<file path="src/rtl/regfile_pkg.sv">
// ============================================================================
// Module : regfile_pkg
// Brief  : Shared types, reset constants and address-width helper for the
//          scoreboarded register file.
// Rev    : 1.0  initial release
// ============================================================================
`default_nettype none
`timescale 1ns/1ps

package regfile_pkg;

   localparam int WORD_W = 16;

   typedef logic [WORD_W-1:0] word_t;

   localparam word_t RF_RESET_R0 = 16'h0000;
   localparam word_t RF_RESET_R1 = 16'h0001;
   localparam word_t RF_RESET_R2 = 16'h8000;
   localparam word_t RF_RESET_R3 = 16'hffff;

   // A single-entry file still needs a one-bit address port.
   function automatic int rf_addr_width(input int depth);
      return (depth > 1) ? $clog2(depth) : 1;
   endfunction

endpackage

`default_nettype wire

</file>
<file path="src/rtl/rf_pend_counter.sv">
// ============================================================================
// Module : rf_pend_counter
// Brief  : Per-register outstanding-write counter with saturation flag.
// Rev    : 1.0  initial release
// ============================================================================
`default_nettype none
`timescale 1ns/1ps

module rf_pend_counter
   import regfile_pkg::*;
#(
   parameter int PEND_BITS = 2
) (
   input  logic                 clk,
   input  logic                 reset,
   input  logic                 inc,
   input  logic                 dec,
   output logic [PEND_BITS-1:0] count,
   output logic                 sat
);

   // inc and dec together leave the count unchanged (WAW in flight).
   always_ff @(posedge clk or negedge reset) begin
      if (!reset) begin
         count <= '0;
      end else if (inc && !dec) begin
         count <= count + PEND_BITS'(1);
      end else if (dec && !inc) begin
         count <= count - PEND_BITS'(1);
      end
   end

   assign sat = &count;

endmodule

`default_nettype wire

</file>
<file path="src/rtl/regfile_scoreboard.sv">
// ============================================================================
// Module : regfile_scoreboard
// Brief  : Multi-read-port register file with pending-write scoreboard.
//          Optional same-cycle write-back forwarding: define RF_BYPASS_EN.
// Rev    : 1.0  initial release
// ============================================================================
`default_nettype none
`timescale 1ns/1ps

module regfile_scoreboard
   import regfile_pkg::*;
#(
   parameter  int WIDTH     = 16,
   parameter  int DEPTH     = 64,
   parameter  int NRD       = 2,
   parameter  int PEND_BITS = 2,
   localparam int AW        = rf_addr_width(DEPTH)
) (
   input  logic                 clk,
   input  logic                 reset,
   input  logic [NRD*AW-1:0]    rd_addr,
   output logic [NRD*WIDTH-1:0] rd_data,
   output logic [NRD-1:0]       rd_busy,
   output logic                 stall,
   input  logic                 iss_valid,
   input  logic [AW-1:0]        iss_dst,
   output logic                 iss_ok,
   input  logic                 wb_valid,
   input  logic [AW-1:0]        wb_addr,
   input  logic [WIDTH-1:0]     wb_data,
   output logic                 err_wb
);

   localparam logic [WIDTH-1:0] RST_R0 = WIDTH'(RF_RESET_R0);
   localparam logic [WIDTH-1:0] RST_R1 = WIDTH'(RF_RESET_R1);
   localparam logic [WIDTH-1:0] RST_R2 = WIDTH'(RF_RESET_R2);
   localparam logic [WIDTH-1:0] RST_R3 = WIDTH'(RF_RESET_R3);

   logic [WIDTH-1:0]     regs [DEPTH];
   logic [PEND_BITS-1:0] pend [DEPTH];
   logic [DEPTH-1:0]     sat;
   logic [DEPTH-1:0]     claim;
   logic [DEPTH-1:0]     rel;

   assign iss_ok = !sat[iss_dst];

   always_ff @(posedge clk or negedge reset) begin
      if (!reset) begin
         for (int r = 0; r < DEPTH; r++) begin
            regs[r] <= '0;
         end
         regs[0] <= RST_R0;
         regs[1] <= RST_R1;
         regs[2] <= RST_R2;
         regs[3] <= RST_R3;
      end else if (wb_valid) begin
         regs[wb_addr] <= wb_data;
      end
   end

   // Write-back with nothing outstanding still lands; it only flags the error.
   always_ff @(posedge clk or negedge reset) begin
      if (!reset) begin
         err_wb <= 1'b0;
      end else if (wb_valid && (pend[wb_addr] == '0)) begin
         err_wb <= 1'b1;
      end
   end

   for (genvar r = 0; r < DEPTH; r++) begin : g_reg
      assign claim[r] = iss_valid && iss_ok && (iss_dst == AW'(r));
      assign rel[r]   = wb_valid && (wb_addr == AW'(r)) && (pend[r] != '0);

      rf_pend_counter #(
         .PEND_BITS (PEND_BITS)
      ) u_cnt (
         .clk   (clk),
         .reset (reset),
         .inc   (claim[r]),
         .dec   (rel[r]),
         .count (pend[r]),
         .sat   (sat[r])
      );
   end

   for (genvar p = 0; p < NRD; p++) begin : g_rd
      logic [AW-1:0] addr;
      assign addr = rd_addr[p*AW +: AW];
`ifdef RF_BYPASS_EN
      logic hit;
      assign hit = wb_valid && (wb_addr == addr);
      assign rd_data[p*WIDTH +: WIDTH] = hit ? wb_data : regs[addr];
      // The last outstanding write landing now resolves the hazard.
      assign rd_busy[p] = (pend[addr] != '0) && !(hit && (pend[addr] == PEND_BITS'(1)));
`else
      assign rd_data[p*WIDTH +: WIDTH] = regs[addr];
      assign rd_busy[p] = (pend[addr] != '0);
`endif
   end

   assign stall = |rd_busy;

endmodule

`default_nettype wire

</file>
<file path="config.mk">
export PLATFORM = sky130hd
export DESIGN_NAME = regfile_scoreboard
export DESIGN_NICKNAME = d
export VERILOG_FILES = /design/src/rtl/regfile_pkg.sv /design/src/rtl/rf_pend_counter.sv /design/src/rtl/regfile_scoreboard.sv
export SDC_FILE = /design/constraint.sdc
export NUM_CORES = 2
export LEC_CHECK = 0
export BUFFER_PORTS_ARGS = -buffer_cell sky130_fd_sc_hd__buf_2
export CAP_MARGIN = 0
export CORE_MARGIN = 3
export CORE_UTILIZATION = 69
export DETAILED_ROUTE_END_ITERATION = 8
export MAX_ROUTING_LAYER = met4
export PLACE_DENSITY = 0.95
export SYNTH_ARGS = -nofsm -noshare
export SYNTH_HDL_FRONTEND = slang
export SYNTH_SLANG_ARGS = --single-unit
</file>
<file path="constraint.sdc">
create_clock -name clk -period 4.5 [get_ports clk]
set_clock_uncertainty 0.2 [all_clocks]
set_input_delay 0.45 -clock clk [delete_from_list [all_inputs] [get_ports clk]]
set_output_delay 0.45 -clock clk [all_outputs]
set_load 0.1 [all_outputs]
</file>
Yosys cells after proc, flatten, opt, wreduce, memory -nomap -nowiden:

Cells that the tools add are included.

* logic and storage cells: 1189
* bits of input ports: 44
* register bits: 1153
* output and inout port bits: 37

* reduce and logical (&&, ||, !) cells: 650
* add/sub/neg operators: 128
* equal/unequal tests: 126
* bitwise logic cells: 3
* multiplexer cells: 148
* order comparisons: 5

Operator list (number)
* $bwmux W1024: 1
* $eq A6 B6 Y1 const B: 64
* $logic_and A1 B1 Y1: 323
* $mux W2: 134
* $reduce_bool A2 Y1: 130
* $bmux W16 S6: 2
* $eq A6 B5 Y1 const B: 32
* $logic_not A1 Y1: 129
* $add A2 B1 Y2 const B: 64
* $reduce_and A2 Y1: 64
* $sub A2 B1 Y2 const B: 64
* $demux W16 S6: 1
* $eq A6 B4 Y1 const B: 16
* $mux W16: 5
* $eq A6 B3 Y1 const B: 8
* $bmux W2 S6: 3
* $eq A6 B2 Y1 const B: 4
* $ge A7 B7 Y1 const B: 3
* $not A6 Y7: 3
* $eq A6 B1 Y1 const B: 2
* $logic_not A6 Y1: 2
* $lt A6 B7 Y1 const B: 1
* $lt A7 B1 Y1 const B: 1
* $bmux W1 S6: 1
* other kinds (3): 3

Longest topological paths before layout:

* word-level depth: 10
* depth in mapped cells: 13
* depth with buffers taken out: 10

By module:

From an unflattened synthesis, not the netlist that was laid out.

* cells, all modules: 4178
* area, all modules: 64020.2 um^2

By module, submodules not included
* regfile_scoreboard: area an instance 57373.8 um^2, times used 1, cells each 3602
* rf_pend_counter: area an instance 103.8 um^2, times used 64, cells each 9

Worst setup path after synthesis:

OpenSTA, ideal clock, no wires.

* path kind: in2out
* start: in iss_dst[0]
* end: out iss_ok
* path buffers: 2
* cell stages on the path: 7
* arrival time: 3.108 ns
* setup slack: 0.742 ns
* required time: 3.850 ns
* cell sequence: buf_2 clkbuf_1 o21ai_0 mux4_2 o22ai_1 nor2_1 a21oi_1

* word-level cells in the longest chain between the ends: 3

Ends and longest elaborated chain
* start: declaration: line regfile_scoreboard.sv:26 `input logic [AW-1:0] iss_dst,`
* $bmux W1 S6: line regfile_scoreboard.sv:45 `assign iss_ok = !sat[iss_dst];`
* $mux W1 (not written as such): line regfile_scoreboard.sv:45
* $logic_not A1 Y1: line regfile_scoreboard.sv:45
* end: declaration: line regfile_scoreboard.sv:27 `output logic iss_ok,`

No other way between the ends. The select of a mux whose other input is x is not followed.

Worst setup path after layout:

* start: reg g_reg[7].u_cnt.count[0]
* end: out stall

* word-level cells in the longest chain between the ends: 5
* elaborated cells between the ends (all ways): 9
* classes of those cells: 6 x mux; 3 x reduce/logical

Ends and longest elaborated chain
* start: declaration: line rf_pend_counter.sv:18 `output logic [PEND_BITS-1:0] count,`
* start signal: assignment: line rf_pend_counter.sv:27 `count <= count + PEND_BITS'(1);`
* start signal: assignment: line rf_pend_counter.sv:29 `count <= count - PEND_BITS'(1);`
* $bmux W2 S6: line regfile_scoreboard.sv:97 `assign rd_busy[p] = (pend[addr] != '0);`
* $mux W2 (not written as such) (2 in series): line regfile_scoreboard.sv:97
* $reduce_bool A2 Y1: line regfile_scoreboard.sv:97
* $reduce_or A2 Y1 *: line regfile_scoreboard.sv:101 `assign stall = |rd_busy;`
* end: declaration: line regfile_scoreboard.sv:24 `output logic stall,`

Mark *: on every way between the ends. The rest lies on a longest branch, timed or not. The select of a mux whose other input is x is not followed.

==> impl_metrics.tcl <==
set metrics [dict create \
    io_pins 81 \
    crit_chain "nor2_1 -> mux4_2 -> mux4_2 -> nor3b_1 -> or4_4 -> or4_1 -> buf_12" \
    maxCapViolCount 0 \
    grt_pass1_wl_mm 305 \
    cts.clk_slew.worst_paths_ps 70 \
    grt_pass1_vias 46800 \
    area_delta_synth_final_pct 9.72 \
    syn_inst 4117 \
    cts.sinks 1153 \
    yosysMostFrequentCell "dfrtp_1" \
    gr-total-overflow 0 \
    clock_latency_ps 750 \
    power_per_cell_area_nw_per_um2 456 \
    ys_types 64 \
    period_minus_slack_ps 4370 \
    setup_violations 0 \
    cp_data_arrival_time_ps 3720 \
    grt_use_total 0.451 \
    slew_viol_final 0 \
    multi_input_area_um2 33200 \
    firstDrtPassIters 9 \
    slew_headroom 0.125 \
    hpwl_mm 121 \
    hold_buffers 3 \
    power.leakage_uw 0.0310 \
    fin_crit_sh 0.972 \
    synthFlopType "dfrtp_1" \
    fin_tns_setup_ps 0 \
    fp.dieH_um 310 \
    yosysWarnings 0 \
    netlist_area_um2 63600 \
    start_kind "register" \
    cp-end-kind "output port" \
    cts_tree "done" \
    synthTopCellsByCount "dfrtp_1 (1,135), mux2_2 (1,029), mux4_2 (714), nor2_1 (232), clkbuf_1 (224)" \
    synth_edf_count 0 \
    place_ws_ps 331 \
    reg2reg_slack_ps 1190 \
    hp-class "in -> async" \
    crit_top_cell "mux4_2" \
    whs_ps 138 \
    totalWireLength_mm 208 \
    cts_setup_buffers 0 \
    cts_buffers 114 \
    cp.required_ps 3850 \
    setup_ws_ps 128 \
    hold_viol 0 \
    initialDrtViolationCount 7890 \
    synth_fp_nets 4225 \
    synth_top_cell_area_share 0.446 \
    antenna_left 0 \
    grt_max_degree 126 \
    cp_top_family "simple AND/OR/NAND/NOR gates" \
    tightestPinTransition_ps 1300 \
    io_buffers 80 \
    initial_core_util 0.701 \
    rsz0062_at_grt "no" \
    cp_max_fo 5 \
    vias 44800 \
    max-vdd-ir-drop_mv 0.396 \
    violations "design-rule violations" \
    synthArstFlopShare 1.00 \
    drc_errors 188 \
    yosysTopAreaCell "dfrtp_1" \
    yosysSeqAreaShare 0.454 \
    drive_gt1_frac 0.534 \
    fin_nets 4216 \
    die_w_um 310 \
    cts-root-buf "clkbuf_16" \
    vias_per_cell 8.27 \
    rows 110 \
    path_class "reg -> out" \
    fill_cells 4259 \
    core_um2 90700 \
    synthTopCellsByArea "dfrtp_1 (45%), mux4_2 (25%), mux2_2 (18%)" \
    yosys_register_bits 1153 \
    max_freq_ghz 0.229 \
    regArea_um2 28900 \
    slowest_delay_ps 620 \
    die_area_um2 95900 \
    place.gp.congestion 1.01 \
    status "finished, violations left" \
    avgSynthCellArea_um2 15.5 \
    critical_path_buf_inv_count 1 \
    postCtsResizedCells 0 \
    wire_per_inst_um 38.4 \
    clockBufferDepth 3 \
    antenna_found_initial 31 \
    h-tree-depth 3 \
    crit_slowest_cell "or4_1" \
]
state kept, by name, summed over array words and instances (netlist names):
name,count
regs,1024
err_wb,1
g.u_cnt.count,128
power by group:
group	switching, uW	total (uW)	internal [uW]
logic	3930	7700	3770
registers	1960	14100	12200
clock network	4370	10000	5640
total	10300	31800	21600
path summary, 6_finish.rpt:
| path | from | endpoint | depth (start not counted) |
|---|---|---|---|
| max | g_reg[7].u_cnt.count[0] | stall | 7 |
| min | reset | regs[887] | 2 |
| max reg2reg | g_reg[48].u_cnt.count[0] | g_reg[63].u_cnt.count[1] | 11 |
| min reg2reg | g_reg[32].u_cnt.count[1] | g_reg[32].u_cnt.count[1] | 1 |
| max in group asynchronous | reset | regs[292] | 3 |
| min in group clk | g_reg[32].u_cnt.count[1] | g_reg[32].u_cnt.count[1] | 1 |
placed cells by master (no fill, tap or decap), types with 32 or more instances in the layout:
cell	n
dfrtp_1	1135
mux2_2	1029
mux4_2	714
nor2_1	212
xor2_1	128
buf_4	125
clkbuf_16	114
nand2_1	97
buf_2	69
xnor2_1	64
ha_1	64
buf_12	46
o21ai_0	39
diode_2	35
clkbuf_1	32
cells by family after synthesis:
logic type                 count (synthesis)  synth area share
xor gates and xnor gates                 192            0.0264
DFF                                     1153             0.454
adders and majority gates                 64            0.0126
buffers and inverters                    378            0.0256
AOI/OAI and AO/OA                        103            0.0106
muxes                                   1748             0.436
and+or+nand+nor                          479            0.0343
area by class of cell:
type,instances,share of cell area
Tap cell,1176,0.0211
Antenna cell,35,0.00125
Timing Repair Buffer,250,0.0334
Sequential cell,1153,0.414
Clock buffer,176,0.0485
Clock inverter,38,0.00683
Multi-Input combinational cell,2586,0.475
Inverter,3,0.000161
metal layers:
| metal | track usage | vias to the layer above | part of all wire |
|---|---|---|---|
| met4 | 0.310 | 0 | 0.086 |
| met1 | 0.525 | 22500 | 0.31 |
| met5 | - | - | 0 |
| met2 | 0.627 | 4797 | 0.44 |
| li1 | - | 15900 | - |
| met3 | 0.206 | 1557 | 0.17 |
metrics by stage:
| step | cell area [um2] | std cells | utilization | total power [uW] |
|---|---|---|---|---|
| 4_1_cts | 69700 | 5382 | 0.769 | 31300 |
| 3_5_place_dp | 65800 | 5165 | 0.726 | 21200 |
| 2_1_floorplan | 63600 | 4117 | - | 18800 |
| 6_report | 69800 | 5417 | 0.770 | 31800 |
| 3_3_place_gp | 65800 | 5165 | 0.726 | 20600 |
| 5_1_grt | 69800 | 5410 | 0.769 | 32500 |
worst reg2reg max path: cells and delay by family, from the launching register on:
kind                     cells  cell delay, ps
AO/OA/AOI/OAI                3            1170
XOR/XNOR                     2             330
adder cells (fa/ha/maj)      1             200
buffers and inverters        1             240
flip-flops                   1             440
AND/OR/NAND/NOR              4             590
Note: power is estimated with default switching activity, not from simulation.
